==> config.mk <==
export PLATFORM = sky130hd
export DESIGN_NAME = fpga_config_loader
export DESIGN_NICKNAME = d
export VERILOG_FILES = /design/src/rtl/fpga_config_pkg.sv /design/src/rtl/config_cycle_counter.sv /design/src/rtl/fpga_config_loader.sv
export SDC_FILE = /design/constraint.sdc
export NUM_CORES = 1
export LEC_CHECK = 0
export ABC_AREA = 1
export ABC_CLOCK_PERIOD_IN_PS = 2000
export BUFFER_PORTS_ARGS = -buffer_cell sky130_fd_sc_hd__buf_4
export CORE_MARGIN = 2
export CORE_UTILIZATION = 25
export DETAILED_ROUTE_END_ITERATION = 10
export PLACE_DENSITY = 0.38
export SLEW_MARGIN = 5
export SYNTH_ARGS = -nofsm -noshare
export SYNTH_HDL_FRONTEND = slang
export SYNTH_SLANG_ARGS = --single-unit
==> constraint.sdc <==
create_clock -name clk -period 2 [get_ports clk]
set_input_delay 0.2 -clock clk [delete_from_list [all_inputs] [get_ports clk]]
set_output_delay 0.2 -clock clk [all_outputs]
set_load 0.01 [all_outputs]
==> src/rtl/fpga_config_pkg.sv <==
`default_nettype none
// ============================================================================
// Module      : fpga_config_pkg
// Description : Shared types and constants for the FPGA configuration loader:
//               loader state encoding, default chain count, counter widths.
// Revision    : 1.0 - initial release
// ============================================================================
package fpga_config_pkg;

    // Default number of parallel configuration chains
    localparam int c_NUM_CHAINS_DEFAULT = 12;

    // Width of the per-load bit counter (CHAIN_LEN up to 65535)
    localparam int c_BIT_CNT_W = 16;

    // Width of the PRESET/SETTLE phase timer
    localparam int c_PHASE_CNT_W = 16;

    // Loader state encoding
    typedef enum logic [2:0] {
        ST_IDLE   = 3'd0,
        ST_PRESET = 3'd1,
        ST_LOAD   = 3'd2,
        ST_SETUP  = 3'd3,
        ST_PULSE  = 3'd4,
        ST_SETTLE = 3'd5,
        ST_DONE   = 3'd6
    } cfg_state_t;

    // A load is in progress in every state except IDLE and DONE
    function automatic logic is_busy_state(input cfg_state_t s);
        return !((s == ST_IDLE) || (s == ST_DONE));
    endfunction

endpackage : fpga_config_pkg
`default_nettype wire

==> src/rtl/config_cycle_counter.sv <==
`default_nettype none
// ============================================================================
// Module      : config_cycle_counter
// Description : Loadable down-counter with a zero flag. Times the fabric
//               preset phase and the post-shift settle phase.
// Revision    : 1.0 - initial release
// ============================================================================
module config_cycle_counter #(
    parameter int WIDTH = 16
) (
    input  logic             clk,
    input  logic             rst,
    input  logic             i_load,
    input  logic [WIDTH-1:0] i_load_value,
    input  logic             i_dec,
    output logic             o_zero
);

    logic [WIDTH-1:0] r_count;

    // Load has priority over decrement; the count saturates at zero
    always_ff @(posedge clk) begin
        if (rst) begin
            r_count <= '0;
        end else if (i_load) begin
            r_count <= i_load_value;
        end else if (i_dec && (r_count != '0)) begin
            r_count <= r_count - {{(WIDTH-1){1'b0}}, 1'b1};
        end
    end

    assign o_zero = (r_count == '0);

endmodule : config_cycle_counter
`default_nettype wire

==> src/rtl/fpga_config_loader.sv <==
`default_nettype none
// ============================================================================
// Module      : fpga_config_loader
// Description : Loads a bitstream into NUM_CHAINS parallel configuration
//               chains. Each bit takes LOAD -> SETUP -> PULSE (3 cycles min),
//               framed by a pReset phase and a settle phase before the
//               fabric I/Os are released from isolation.
// Revision    : 1.0 - initial release
// ============================================================================
module fpga_config_loader
    import fpga_config_pkg::*;
#(
    parameter int NUM_CHAINS    = c_NUM_CHAINS_DEFAULT,
    parameter int CHAIN_LEN     = 1024,
    parameter int PRESET_CYCLES = 4,
    parameter int SETTLE_CYCLES = 2
) (
    input  logic                  clk,
    input  logic                  reset,
    input  logic                  start,
    input  logic [NUM_CHAINS-1:0] bs_data,
    input  logic                  bs_valid,
    output logic                  bs_ready,
    output logic [NUM_CHAINS-1:0] ccff_head,
    input  logic [NUM_CHAINS-1:0] ccff_tail,
    output logic                  prog_clk,
    output logic                  config_enable,
    output logic                  pReset,
    output logic                  IO_ISOL_N,
    output logic                  busy,
    output logic                  done,
    output logic [NUM_CHAINS-1:0] tail_first
);

    // Timer reload values: the timer counts N-1 .. 0, giving N cycles
    localparam logic [c_PHASE_CNT_W-1:0] c_PRESET_LOAD = c_PHASE_CNT_W'(PRESET_CYCLES - 1);
    localparam logic [c_PHASE_CNT_W-1:0] c_SETTLE_LOAD = c_PHASE_CNT_W'(SETTLE_CYCLES - 1);
    // Bit counter value during the final PULSE of a load
    localparam logic [c_BIT_CNT_W-1:0]   c_LAST_BIT    = c_BIT_CNT_W'(CHAIN_LEN - 1);

    cfg_state_t                r_state;
    cfg_state_t                w_next_state;
    logic [c_BIT_CNT_W-1:0]    r_bit_cnt;
    logic [NUM_CHAINS-1:0]     r_ccff_head;
    logic [NUM_CHAINS-1:0]     r_tail_first;
    logic                      r_prog_clk;
    logic                      r_config_enable;
    logic                      r_preset;
    logic                      r_io_isol_n;
    logic                      r_bs_ready;
    logic                      r_busy;
    logic                      r_done;

    logic                      w_accept_start;
    logic                      w_handshake;
    logic                      w_first_pulse;
    logic                      w_tmr_load;
    logic [c_PHASE_CNT_W-1:0]  w_tmr_value;
    logic                      w_tmr_dec;
    logic                      w_tmr_zero;

    // start only counts from IDLE or DONE; while busy it is ignored
    assign w_accept_start = ((r_state == ST_IDLE) || (r_state == ST_DONE)) && start;
    assign w_handshake    = (r_state == ST_LOAD) && bs_valid;
    assign w_first_pulse  = (r_state == ST_PULSE) && (r_bit_cnt == '0);

    config_cycle_counter #(
        .WIDTH (c_PHASE_CNT_W)
    ) u_phase_timer (
        .clk          (clk),
        .rst          (reset),
        .i_load       (w_tmr_load),
        .i_load_value (w_tmr_value),
        .i_dec        (w_tmr_dec),
        .o_zero       (w_tmr_zero)
    );

    // State register
    always_ff @(posedge clk) begin
        if (reset) begin
            r_state <= ST_IDLE;
        end else begin
            r_state <= w_next_state;
        end
    end

    // Next-state logic and phase-timer control
    always_comb begin
        w_next_state = r_state;
        w_tmr_load   = 1'b0;
        w_tmr_value  = '0;
        w_tmr_dec    = 1'b0;
        case (r_state)
            ST_IDLE, ST_DONE: begin
                if (start) begin
                    w_next_state = ST_PRESET;
                    w_tmr_load   = 1'b1;
                    w_tmr_value  = c_PRESET_LOAD;
                end
            end
            ST_PRESET: begin
                if (w_tmr_zero) begin
                    w_next_state = ST_LOAD;
                end else begin
                    w_tmr_dec = 1'b1;
                end
            end
            ST_LOAD: begin
                if (bs_valid) begin
                    w_next_state = ST_SETUP;
                end
            end
            ST_SETUP: begin
                w_next_state = ST_PULSE;
            end
            ST_PULSE: begin
                if (r_bit_cnt == c_LAST_BIT) begin
                    w_next_state = ST_SETTLE;
                    w_tmr_load   = 1'b1;
                    w_tmr_value  = c_SETTLE_LOAD;
                end else begin
                    w_next_state = ST_LOAD;
                end
            end
            ST_SETTLE: begin
                if (w_tmr_zero) begin
                    w_next_state = ST_DONE;
                end else begin
                    w_tmr_dec = 1'b1;
                end
            end
            default: begin
                w_next_state = ST_IDLE;
            end
        endcase
    end

    // Control outputs are registered from the next state so they line up
    // with the state they describe and are glitch-free toward the fabric
    always_ff @(posedge clk) begin
        if (reset) begin
            r_prog_clk      <= 1'b0;
            r_config_enable <= 1'b0;
            r_preset        <= 1'b0;
            r_bs_ready      <= 1'b0;
            r_busy          <= 1'b0;
            r_done          <= 1'b0;
            r_io_isol_n     <= 1'b0;
        end else begin
            r_prog_clk      <= (w_next_state == ST_PULSE);
            r_config_enable <= is_busy_state(w_next_state);
            r_preset        <= (w_next_state == ST_PRESET);
            r_bs_ready      <= (w_next_state == ST_LOAD);
            r_busy          <= is_busy_state(w_next_state);
            r_done          <= (w_next_state == ST_DONE);
            r_io_isol_n     <= (w_next_state == ST_DONE);
        end
    end

    // Bit counter, chain-head data and first-pulse tail capture
    always_ff @(posedge clk) begin
        if (reset) begin
            r_bit_cnt    <= '0;
            r_ccff_head  <= '0;
            r_tail_first <= '0;
        end else begin
            if (w_accept_start) begin
                r_bit_cnt <= '0;
            end else if (r_state == ST_PULSE) begin
                r_bit_cnt <= r_bit_cnt + {{(c_BIT_CNT_W-1){1'b0}}, 1'b1};
            end
            if (w_handshake) begin
                r_ccff_head <= bs_data;
            end
            if (w_first_pulse) begin
                r_tail_first <= ccff_tail;
            end
        end
    end

    assign bs_ready      = r_bs_ready;
    assign ccff_head     = r_ccff_head;
    assign prog_clk      = r_prog_clk;
    assign config_enable = r_config_enable;
    assign pReset        = r_preset;
    assign IO_ISOL_N     = r_io_isol_n;
    assign busy          = r_busy;
    assign done          = r_done;
    assign tail_first    = r_tail_first;

endmodule : fpga_config_loader
`default_nettype wire
# Yosys cells after proc, flatten, opt, wreduce, memory -nomap -nowiden

Cells that the tools add are included.

Register bits: 64
Bits of input ports: 28
Output and inout bits: 31
Word-level logic and storage cells: 55

$add $sub $neg: 2
Equal/unequal tests: 11
Muxes and demuxes: 16
Reductions and logical operators: 16

Operator list:

| cell                                                                     | number |
|---|---|
| 16-bit zero test                                                         | 2 |
| 16-bit two-way mux                                                       | 2 |
| 3-bit case mux with 6 select lines                                       | 1 |
| 16-bit by 1-bit adder with 16-bit output (second input constant)         | 1 |
| 16-bit by 10-bit equality test with 1-bit output (second input constant) | 1 |
| 16-bit nonzero test                                                      | 1 |
| 16-bit by 1-bit subtractor with 16-bit output (second input constant)    | 1 |
| 3-bit equality test (second input constant)                              | 5 |
| 3-bit two-way mux                                                        | 5 |
| 3-bit by 2-bit equality test with 1-bit output (second input constant)   | 3 |
| 3-bit by 1-bit equality test with 1-bit output (second input constant)   | 2 |
| 3-bit zero test                                                          | 2 |
| 2-bit OR reduction                                                       | 3 |
| 1-bit two-way mux                                                        | 5 |
| 1-bit logical AND                                                        | 4 |
| 2-bit case mux with 2 select lines                                       | 1 |
| 1-bit logical OR                                                         | 2 |
| 2-bit two-way mux                                                        | 1 |
| 1-bit case mux with 2 select lines                                       | 1 |
| 2-bit nonzero test                                                       | 1 |
| 1-bit zero test                                                          | 1 |

# Longest topological paths before layout

Gate-level depths: netlist (run 1).

Depth in word-level cells: 6
Mapped depth: 11
Gate-level depth less buffers: 11

# Modules after synthesis

From an unflattened synthesis (run 1), not the netlist that was laid out.

Cells, all modules: 504
Area total of the unflattened synthesis: 3399.5 µm²

Modules (own cells, without submodules):

| module               | instances | cells each | area each (µm²) | sequential area each (µm²) |
|---|---|---|---|---|
| fpga_config_loader   | 1         | 292        | 2204.6          | 960.9 |
| config_cycle_counter | 1         | 212        | 1194.9          | 320.3 |

# Worst setup path after synthesis (run 1)

No wires, ideal clock.

Kind: register -> register
Start: reg u_phase_timer.r_count[0]
End: reg u_phase_timer.r_count[0]
Setup time: 132 ps
Data arrival time: 1315 ps
Required time: 1868 ps
Slack: 553 ps
Stages on the path, launching flop included: 11
Path buffers: 1
Period minus slack after synthesis: 1447 ps
Cells stage by stage: dfxtp_1 -> inv_1 -> ha_1 -> nand2_1 -> nor2_2 -> nand2_1 -> nand2_4 -> inv_1 -> buf_6 -> a21oi_1 -> a21oi_1

Longest elaborated chain between the ends: 5
Elaborated cells between the ends (all ways): 9
Classes of those cells: add/sub: 1; mux: 4; reduce/logical: 4

Ends and longest elaborated chain:

| what                                                                                  | line                       | RTL |
|---|---|---|
| start: declaration                                                                    | config_cycle_counter.sv:19 | `logic [WIDTH-1:0] r_count;` |
| start signal: assignment                                                              | config_cycle_counter.sv:26 | `r_count <= i_load_value;` |
| start signal: assignment                                                              | config_cycle_counter.sv:28 | `r_count <= r_count - {{(WIDTH-1){1'b0}}, 1'b1};` |
| branches (longest 5 deep; another with 16-bit by 1-bit subtractor with 16-bit output) | n/a                        |  |

Parallel ways; which one is timed is not known. The select of a mux whose other input is x is not followed.
A chain may end at the register's enable or synchronous reset.

# Worst setup path in the final report (run 1)

Start: reg r_state[1]
End: reg r_bit_cnt[8]

Longest elaborated chain between the ends: 4
Elaborated cells between the ends (all ways): 6
Classes of those cells: eq/ne: 2; reduce/logical: 4

Ends and longest elaborated chain:

| what                                                   | line                      | RTL |
|---|---|---|
| start: declaration                                     | fpga_config_loader.sv:41  | `cfg_state_t r_state;` |
| start signal: assignment                               | fpga_config_loader.sv:83  | `r_state <= w_next_state;` |
| 3-bit equality test or 3-bit zero test (tied branches) | fpga_config_loader.sv:63  | `assign w_accept_start = ((r_state == ST_IDLE) \|\| (r_state == ST_DONE)) && start;` |
| 1-bit logical OR                                       | fpga_config_loader.sv:63  |  |
| 1-bit logical AND                                      | fpga_config_loader.sv:63  |  |
| 2-bit OR reduction (no line)                           | n/a                       |  |
| end signal: assignment                                 | fpga_config_loader.sv:170 | `r_bit_cnt <= r_bit_cnt + {{(c_BIT_CNT_W-1){1'b0}}, 1'b1};` |
| end: declaration                                       | fpga_config_loader.sv:43  | `logic [c_BIT_CNT_W-1:0] r_bit_cnt;` |

Several ways; a longest one is shown, not always the timed one.

==> results.yml, run 1 <==
place:
  placed_area_um2: 3820
  port_buffers: 58
  dp_hpwl_um: 6060
  pre_cts_slack_ns: 0.226
  dp.cells: 695
  gp_congestion: 0.803
yosys:
  syn_area_um2: 3220
  synth.avg_cell_area_um2: 6.82
  synth_top_area_share_pct: 39.8
  yosysSeqAreaShare_pct: 39.8
  yosysTopAreaCell: "dfxtp_1"
  synthTopCellsByArea: "dfxtp_1 40%, nand2_1 10%, nor2_1 9.7%"
  synthCells: 472
  yosysWarnings: 0
  synth_seq_cells: 64
  synth.distinct_cells: 35
  syn_nets: 503
routing:
  drc: 0
  wirelength_um: 8270
  routedWlPerCell_um: 11.7
  drt_iter0_markers: 153
  drt_first_pass_iters: 4
  antenna_left: 0
  via_count: 2959
  via_per_inst: 4.17
sta:
  rsz0062_at_grt: "false"
  relSlewSlack_pct: 70.2
  tightest_slew_ns: 0.447
  timing.hold.ws_ns: 0.112
  slew_violations: 0
  min_period_over_period_pct: 88.4
  setup_tns_ns: 0
  worst_slack_ns: 0.232
  fin_crit_ns: 1.77
  clock.fmax_mhz: 566
  clock_skew_ns: 0.00805
  final-setup-viol-count: 0
  hold_viol: 0
final_layout:
  fin_area_um2: 4110
  final_cells: 710
  final_nets: 565
  fin_util_pct: 32.7
  layout-drive-gt1-share_pct: 19.7
  num_antenna_cells: 0
  layout_common_cells: "89 x nand2_1, 83 x nor2_1, 76 x inv_1"
  mostFrequentLayoutCell: "nand2_1"
  syn_to_final_growth_pct: 27.7
hold_path:
  hp-class: "input pin to flip-flop"
worst_setup_path:
  end_kind: "flip-flop"
  critPathKind: "flip-flop to flip-flop"
  crit_required_ns: 2.21
  crit_fanout: 15
  cp.arrival_ns: 1.97
  critPathLaunchType: "flip-flop"
power_and_ir_drop:
  power.total_mw: 5.54
  peakVddDrop_mv: 0.363
  cellLeakagePower_nw: 1.86
  pwr_density_cell_nw_per_um2: 1350
grt:
  grt_max_degree: 28
  antenna_found_initial: 0
  overflow: 0
  grt_pass1_vias: 2780
  grt_usage_pct: 12.3
  globalRouteMet1Util_pct: 15.6
  use_met2_pct: 19.8
  busiest_layer: "met2"
  grtUsageMet3_pct: 2.68
  grt_pass1_wl_um: 13600
clock_tree:
  clkTransAtPathRegs_ns: 0.06
  ctsResizeCount: 0
  cts_tree: "done"
  numCtsBuffers: 9
  cts_max_level: 3
  cts_hold_buf: 0
  ctsLongestPathBuffers: 2
  root_buffer: "clkbuf_16"
  clk_latency_ns: 0.33
  cts.sink_count: 64
  postCtsSetupBuffers: 0
flow_run:
  cap_violations: 0
outcome:
  status: "complete, no violations"
floorplanning:
  std_cell_rows: 41
  pin_count: 59
  design.die.area_um2: 13800
  initial_core_util_pct: 25.6
  core_area_um2: 12600
  die_y_um: 117
  fp.dieW_um: 117
[layer usage]
metal / wire, µm / vias up
met5: 0 / -
met4: 184 / 0
met3: 197 / 14
met2: 3820 / 35
met1: 4070 / 1315
li1: - / 1595
[path summary, 6_finish.rpt]
check | cells past startpoint | endpoint | slack (ns) | startpoint
min | 3 | ccff_head[10]$_SDFFE_PP0P_ | 0.11 | bs_data[10]
min reg2reg | 2 | u_phase_timer.r_count[0]$_SDFFE_PP0P_ | 0.46 | u_phase_timer.r_count[0]$_SDFFE_PP0P_
max | 9 | r_bit_cnt[8]$_SDFFE_PP0N_ | 0.23 | r_state[1]$_SDFF_PP0_
max reg2reg | 9 | r_bit_cnt[8]$_SDFFE_PP0N_ | 0.23 | r_state[1]$_SDFF_PP0_
[report_power, final]
group | internal, mW | switching [mW] | total, mW | leakage, nW
Sequential | 1.50 | 0.180 | 1.68 | 0.518
Combinational | 0.866 | 1.46 | 2.33 | 1.21
Clock | 0.952 | 0.585 | 1.54 | 0.141
[registers in the layout, indices dropped and copies added (netlist names)]
name	flops
tail_first	12
pReset	1
busy	1
done	1
prog_clk	1
r_bit_cnt	16
ccff_head	12
bs_ready	1
r_state	3
u_phase_timer.r_count	16
[synthesized netlist by cell type]
master,count
a21boi_1,1
a21oi_1,25
a31oi_1,1
and3_2,1
buf_1,1
buf_4,3
buf_6,3
clkbuf_1,3
clkbuf_2,1
dfxtp_1,64
ha_1,3
inv_1,76
inv_2,3
nand2_1,89
nand2_2,6
nand2_4,2
nand3_1,26
nand3_2,2
nand3_4,2
nand3b_1,5
nand4_1,4
nor2_1,83
nor2_2,5
nor2_4,5
nor3_1,11
nor3_2,1
nor3_4,2
nor3b_1,1
nor4_1,1
o21a_1,1
o21ai_0,35
o21ai_1,1
or2_0,2
xnor2_1,2
xor2_1,1
[area by class of cell]
cell class | instances | area, µm²
Sequential cell | 64 | 1280
Tap cell | 172 | 215
Clock buffer | 9 | 225
Multi-Input combinational cell | 318 | 1560
Timing Repair Buffer | 62 | 465
Fill cell | 1380 | 8460
Clock inverter | 6 | 61.3
Inverter | 79 | 297
[kinds of logic (layout without fill, tap and decap cells)]
| group | after synthesis | count (layout) | share of synthesized area, % |
|---|---|---|---|
| fa+ha+maj | 3 | 3 | 1.17 |
| simple gates | 248 | 248 | 36.4 |
| compound gates | 64 | 64 | 10.2 |
| xor+xnor | 3 | 3 | 0.817 |
| flops | 64 | 64 | 39.8 |
| buf+inv | 90 | 156 | 11.6 |
[worst max-delay path, cell delays in order, from the launching register on]
cell and delay [ns]:
dfxtp_1 0.40, inv_1 0.05, nor2_1 0.20, nand2_1 0.07, o21ai_0 0.11, nand2_2 0.14, nand2_2 0.31, inv_1 0.16
o21ai_0 0.10, a21oi_1 0.08
Note: power is estimated with default switching activity, not from simulation.
==> run 2, diff against run 1 <==
--- a/config.mk
+++ b/config.mk
@@ -5,13 +5,12 @@
 export SDC_FILE = /design/constraint.sdc
 export NUM_CORES = 1
 export LEC_CHECK = 0
-export ABC_AREA = 1
 export ABC_CLOCK_PERIOD_IN_PS = 2000
 export BUFFER_PORTS_ARGS = -buffer_cell sky130_fd_sc_hd__buf_4
 export CORE_MARGIN = 2
 export CORE_UTILIZATION = 25
 export DETAILED_ROUTE_END_ITERATION = 10
-export PLACE_DENSITY = 0.38
+export PLACE_DENSITY = 0.39
 export SLEW_MARGIN = 5
 export SYNTH_ARGS = -nofsm -noshare
 export SYNTH_HDL_FRONTEND = slang
==> constraint.sdc (replaced) <==
create_clock -name clk -period 2 [get_ports clk]
set_input_delay 0.2 -clock clk [delete_from_list [all_inputs] [get_ports clk]]
set_output_delay 0.2 -clock clk [all_outputs]
set_load 0.05 [all_outputs]
==> results.yml, run 2 <==
yosys:
  synthCells: 330
  synth_top_area_share_pct: 45.1
  yosysWarnings: 0
  synthFlopType: "dfxtp_1"
  synthArstFlopShare_pct: 0
  synth.most_common_cell: "dfxtp_1"
  syn_area_um2: 2840
  yosysTopAreaCell: "dfxtp_1"
  synthTopCellsByArea: "dfxtp_1 45%, mux2i_1 6.3%, nand2_1 6.1%"
  synth_seq_cells: 64
  synth.distinct_cells: 45
  synth-edff-count: 0
  ys_top_cells_by_count: "64 x dfxtp_1, 46 x nand2_1, 43 x nor2_1, 21 x a21oi_1, 18 x mux2i_1"
  syn_nets: 361
  synth.avg_cell_area_um2: 8.61
  yosysSeqAreaShare_pct: 45.1
sta:
  min_period_over_period_pct: 95.1
  timing.hold.ws_ns: 0.0976
  final-setup-viol-count: 0
  tightest_slew_ns: 0.502
  slew_violations: 0
  relSlewSlack_pct: 66.5
  clock.fmax_mhz: 526
  clock_skew_ns: 0.00554
  fin_crit_ns: 1.90
  hold_viol: 0
  rsz0062_at_grt: "true"
  setup_tns_ns: 0
  worst_slack_ns: 0.0988
power_and_ir_drop:
  cellLeakagePower_nw: 1.61
  pwr_density_cell_nw_per_um2: 1610
  peakVddDrop_mv: 0.511
floorplanning:
  core_area_um2: 11000
  design.die.area_um2: 12200
  pin_count: 59
  initial_core_util_pct: 25.9
  die_y_um: 111
  fp.dieW_um: 111
  std_cell_rows: 38
worst_setup_path:
  cp.arrival_ns: 2.13
  reg2reg_depth: 6
  end_kind: "flip-flop"
  critPathLaunchType: "flip-flop"
  rr_endpoint: "prog_clk$_SDFF_PP0_"
  r2r_setup_slack_ns: 0.1
  crit_fanout: 5
  r2r-start: "r_state[1]$_SDFF_PP0_"
  crit_required_ns: 2.23
  critPathKind: "flip-flop to flip-flop"
clock_tree:
  clk_latency_ns: 0.34
  ctsLongestPathBuffers: 2
  cts.sink_count: 64
  clkTransAtPathRegs_ns: 0.05
  root_buffer: "clkbuf_16"
  numCtsBuffers: 9
  cts_max_level: 3
  cts_tree: "done"
  cts_hold_buf: 0
final_layout:
  syn_to_final_growth_pct: 43.0
  mostFrequentLayoutCell: "buf_4"
  fin_util_pct: 37.0
  top_regs: "r_bit_cnt (16), u_phase_timer.r_count (16)"
  fin_area_um2: 4060
  final_nets: 445
  fillers: 1125
  layout-drive-gt1-share_pct: 29.8
  num_antenna_cells: 0
  layout_common_cells: "87 x buf_4, 63 x dfxtp_1, 45 x nand2_1"
hold_path:
  whs_endpoint: "tail_first[10]$_SDFFE_PP0P_"
  hp-class: "input pin to flip-flop"
  holdPathStages: 3
  min-delay-start: "ccff_tail[10]"
outcome:
  status: "complete, no violations"
place:
  dp_hpwl_um: 5150
  pre_cts_slack_ns: 0.0354
  port_buffers: 58
  gp_congestion: 0.705
  placed_area_um2: 3630
routing:
  drt_first_pass_iters: 4
  via_count: 2492
  routedWlPerCell_um: 12.7
  via_per_inst: 4.46
  drc: 0
  wirelength_um: 7110
  drt_iter0_markers: 156
  antenna_left: 0
grt:
  grt_usage_pct: 12.0
  grt_pass1_wl_um: 11600
  antenna_found_initial: 0
  overflow: 0
  grt_max_degree: 34
  grt_pass1_vias: 2260
flow_run:
  cap_violations: 0
run 2: cell count changes after synthesis, sizes merged, moves of 6 or more:
cell,change
xor2,+10
and3,+7
nand3,-16
mux2i,+18
xnor2,+9
nor3,-9
nor4,+8
nand2,-51
clkbuf,+6
inv,-71
nor2,-50
o21ai,-33
nand2b,+6
run 2: worst max-delay path, cell delays in order (launching register included):
cell      delay [ns]
dfxtp_1         0.31
or3b_4          0.41
nor4_4          0.36
a21boi_4        0.16
buf_4           0.18
and3_1          0.19
and3_1          0.17
run 2: metrics by stage:
step                total power, mW  cells
floorplan                      3.59    330
global route                   6.97    559
finish                         6.54    559
global placement               4.61    542
CTS                            6.28    558
detailed placement             4.60    542
run 2: area by class of cell:
class | instances | area (µm²) | area share [%]
Multi-Input combinational cell | 242 | 1570 | 38.7
Clock inverter | 4 | 51.3 | 1.26
Sequential cell | 64 | 1280 | 31.6
Inverter | 8 | 30.0 | 0.739
Tap cell | 140 | 175 | 4.31
Timing Repair Buffer | 89 | 684 | 16.8
Clock buffer | 12 | 267 | 6.56
run 2: logic make-up after synthesis:
kind of cell    after synthesis  synth area share [%]
compound gates               39                  8.85
mux                          18                  6.34
simple gates                160                  28.0
buf+inv                      24                  3.65
flops                        64                  45.1
fa+ha+maj                     3                  1.32
xor+xnor                     22                  6.78
run 2: worst max-delay path by stage:
stage / startpoint / to / slack [ns] / depth (start not counted)
after floorplan: r_state[2]$_SDFF_PP0_ / u_phase_timer.r_count[9]$_SDFFE_PP0P_ / -0.10 / 7
after global placement: r_bit_cnt[0]$_SDFFE_PP0N_ / u_phase_timer.r_count[11]$_SDFFE_PP0P_ / 0.07 / 6
after detailed placement: r_bit_cnt[1]$_SDFFE_PP0N_ / u_phase_timer.r_count[9]$_SDFFE_PP0P_ / 0.04 / 6
after CTS: r_bit_cnt[1]$_SDFFE_PP0N_ / u_phase_timer.r_count[9]$_SDFFE_PP0P_ / 0.03 / 6
after global routing: u_phase_timer.r_count[6]$_SDFFE_PP0P_ / done$_SDFF_PP0_ / -0.01 / 6
final: r_state[1]$_SDFF_PP0_ / prog_clk$_SDFF_PP0_ / 0.1 / 6
run 2: repair_timing:
item                                    in CTS  in global routing
endpoints found under the setup margin       0                 11
setup buffers                                0                  1
resized for setup                            0                 18
run 2: where the power goes:
group / internal [mW] / switching (mW) / total, mW
Combinational: 1.42 / 1.77 / 3.20
Clock: 1.07 / 0.574 / 1.64
Sequential: 1.52 / 0.182 / 1.70
run 2: layer usage:
metal  global-route usage (%)  part of all wire [%]  vias to the layer above
met5                        0                     0                        -
met1                     16.4                    51                     1104
met3                     3.40                   4.6                       12
met4                     8.00                   2.8                        0
li1                         -                     -                     1308
met2                     16.1                    42                       68
==> run 3, diff against run 2 <==
--- a/config.mk
+++ b/config.mk
@@ -11,6 +11,7 @@
 export CORE_UTILIZATION = 25
 export DETAILED_ROUTE_END_ITERATION = 10
 export PLACE_DENSITY = 0.39
+export RECOVER_POWER = 50
 export SLEW_MARGIN = 5
 export SYNTH_ARGS = -nofsm -noshare
 export SYNTH_HDL_FRONTEND = slang
==> results.yml, run 3 (synthesis results as in run 2) <==
final_layout:
  top_regs: "r_bit_cnt (16), u_phase_timer.r_count (16)"
  final_nets: 445
  syn_to_final_growth_pct: 38.7
  layout_common_cells: "63 x dfxtp_1, 55 x buf_4, 45 x nand2_1"
  fin_area_um2: 3940
  final_cells: 559
  mostFrequentLayoutCell: "dfxtp_1"
  layout-drive-gt1-share_pct: 22.2
  num_antenna_cells: 0
  fin_util_pct: 35.9
worst_setup_path:
  end_kind: "flip-flop"
  critPathLaunchType: "flip-flop"
  critPathKind: "flip-flop to flip-flop"
  r2r_setup_slack_ns: 0.1
  crit_required_ns: 2.26
  cp.arrival_ns: 2.17
  crit_fanout: 5
grt:
  overflow: 0
  grt_usage_pct: 12.0
  grt_pass1_wl_um: 11600
  antenna_found_initial: 0
  grt_pass1_vias: 2260
  grt_max_degree: 34
flow_run:
  cap_violations: 0
floorplanning:
  initial_core_util_pct: 25.9
  die_y_um: 111
  design.die.area_um2: 12200
  std_cell_rows: 38
  fp.dieW_um: 111
  core_area_um2: 11000
  pin_count: 59
clock_tree:
  clkTransAtPathRegs_ns: 0.05
  clk_latency_ns: 0.34
  cts_hold_buf: 0
  numCtsBuffers: 9
  ctsLongestPathBuffers: 2
  cts_max_level: 3
  cts.sink_count: 64
  cts_tree: "done"
  root_buffer: "clkbuf_16"
outcome:
  status: "complete, no violations"
routing:
  wirelength_um: 7160
  drt_first_pass_iters: 4
  routedWlPerCell_um: 12.8
  drc: 0
  via_count: 2480
  drt_iter0_markers: 140
  via_per_inst: 4.44
  antenna_left: 0
sta:
  fin_crit_ns: 1.90
  clock.fmax_mhz: 526
  worst_slack_ns: 0.0987
  timing.hold.ws_ns: 0.0985
  slew_violations: 0
  clock_skew_ns: 0.00573
  final-setup-viol-count: 0
  rsz0062_at_grt: "true"
  setup_tns_ns: 0
  hold_viol: 0
  relSlewSlack_pct: 52.8
  tightest_slew_ns: 0.708
  min_period_over_period_pct: 95.1
place:
  placed_area_um2: 3630
  dp_hpwl_um: 5150
  dp.cells: 542
  gp_congestion: 0.705
  pre_cts_slack_ns: 0.0354
  port_buffers: 58
power_and_ir_drop:
  cellLeakagePower_nw: 1.48
  p_int_mw: 3.93
  combPwrFrac_pct: 48.3
  pwr_density_cell_nw_per_um2: 1640
  p_sw_mw: 2.53
  power.total_mw: 6.46
  netSwitchingFraction_pct: 39.1
  peakVddDrop_mv: 0.511
  pwr-share-clk_pct: 25.4
  p_seq_share_pct: 26.4
hold_path:
  hp-class: "input pin to flip-flop"
run 3: cell count changes in the layout (fill, tap and decap cells not counted), sizes merged:
| cell | delta |
|---|---|
| buf | -32 |
| clkbuf | +32 |
run 3: power by group through the flow:
stage | Clock (mW) | Sequential [mW] | Combinational [mW]
2_1_floorplan | 0 | 1.96 | 1.63
3_3_place_gp | 0 | 1.71 | 2.90
3_5_place_dp | 0 | 1.71 | 2.88
4_1_cts | 1.70 | 1.69 | 2.89
5_1_grt | 1.75 | 1.74 | 3.39
6_report | 1.64 | 1.70 | 3.12
run 3: layer usage:
layer	global-route usage [%]	wire [µm]	vias to the layer above
met5	0	0	-
met4	8.00	200	0
met3	3.40	323	11
met2	16.1	2940	66
met1	16.4	3690	1097
li1	-	-	1306
run 3: final cells by class:
class                      instances  area [µm²]
inverter                           8        30.0
multi-input combinational        242        1570
fill                            1162        7040
tap                              140         175
clock buffer                      12         267
timing repair buffer              89         564
clock inverter                     4        51.3
sequential                        64        1280
run 3: critical path: stages (launching register included):
cell and delay, ns:
dfxtp_1 0.31, or3b_4 0.41, nor4_4 0.36, a21boi_4 0.16
a2111oi_4 0.37, mux2i_1 0.21
run 3: path summary, 6_finish.rpt:
kind,startpoint,end,depth (start not counted)
max reg2reg,r_state[1]$_SDFF_PP0_,u_phase_timer.r_count[11]$_SDFFE_PP0P_,5
max,r_state[1]$_SDFF_PP0_,u_phase_timer.r_count[11]$_SDFFE_PP0P_,5
min reg2reg,ccff_head[9]$_SDFFE_PP0P_,ccff_head[9]$_SDFFE_PP0P_,2
min,ccff_tail[8],tail_first[8]$_SDFFE_PP0P_,3
run 3: repair_timing:
item | 4_1_cts | 5_1_grt
setup endpoints to repair | 0 | 11
resized for setup | 0 | 18
buffers inserted | 0 | 1
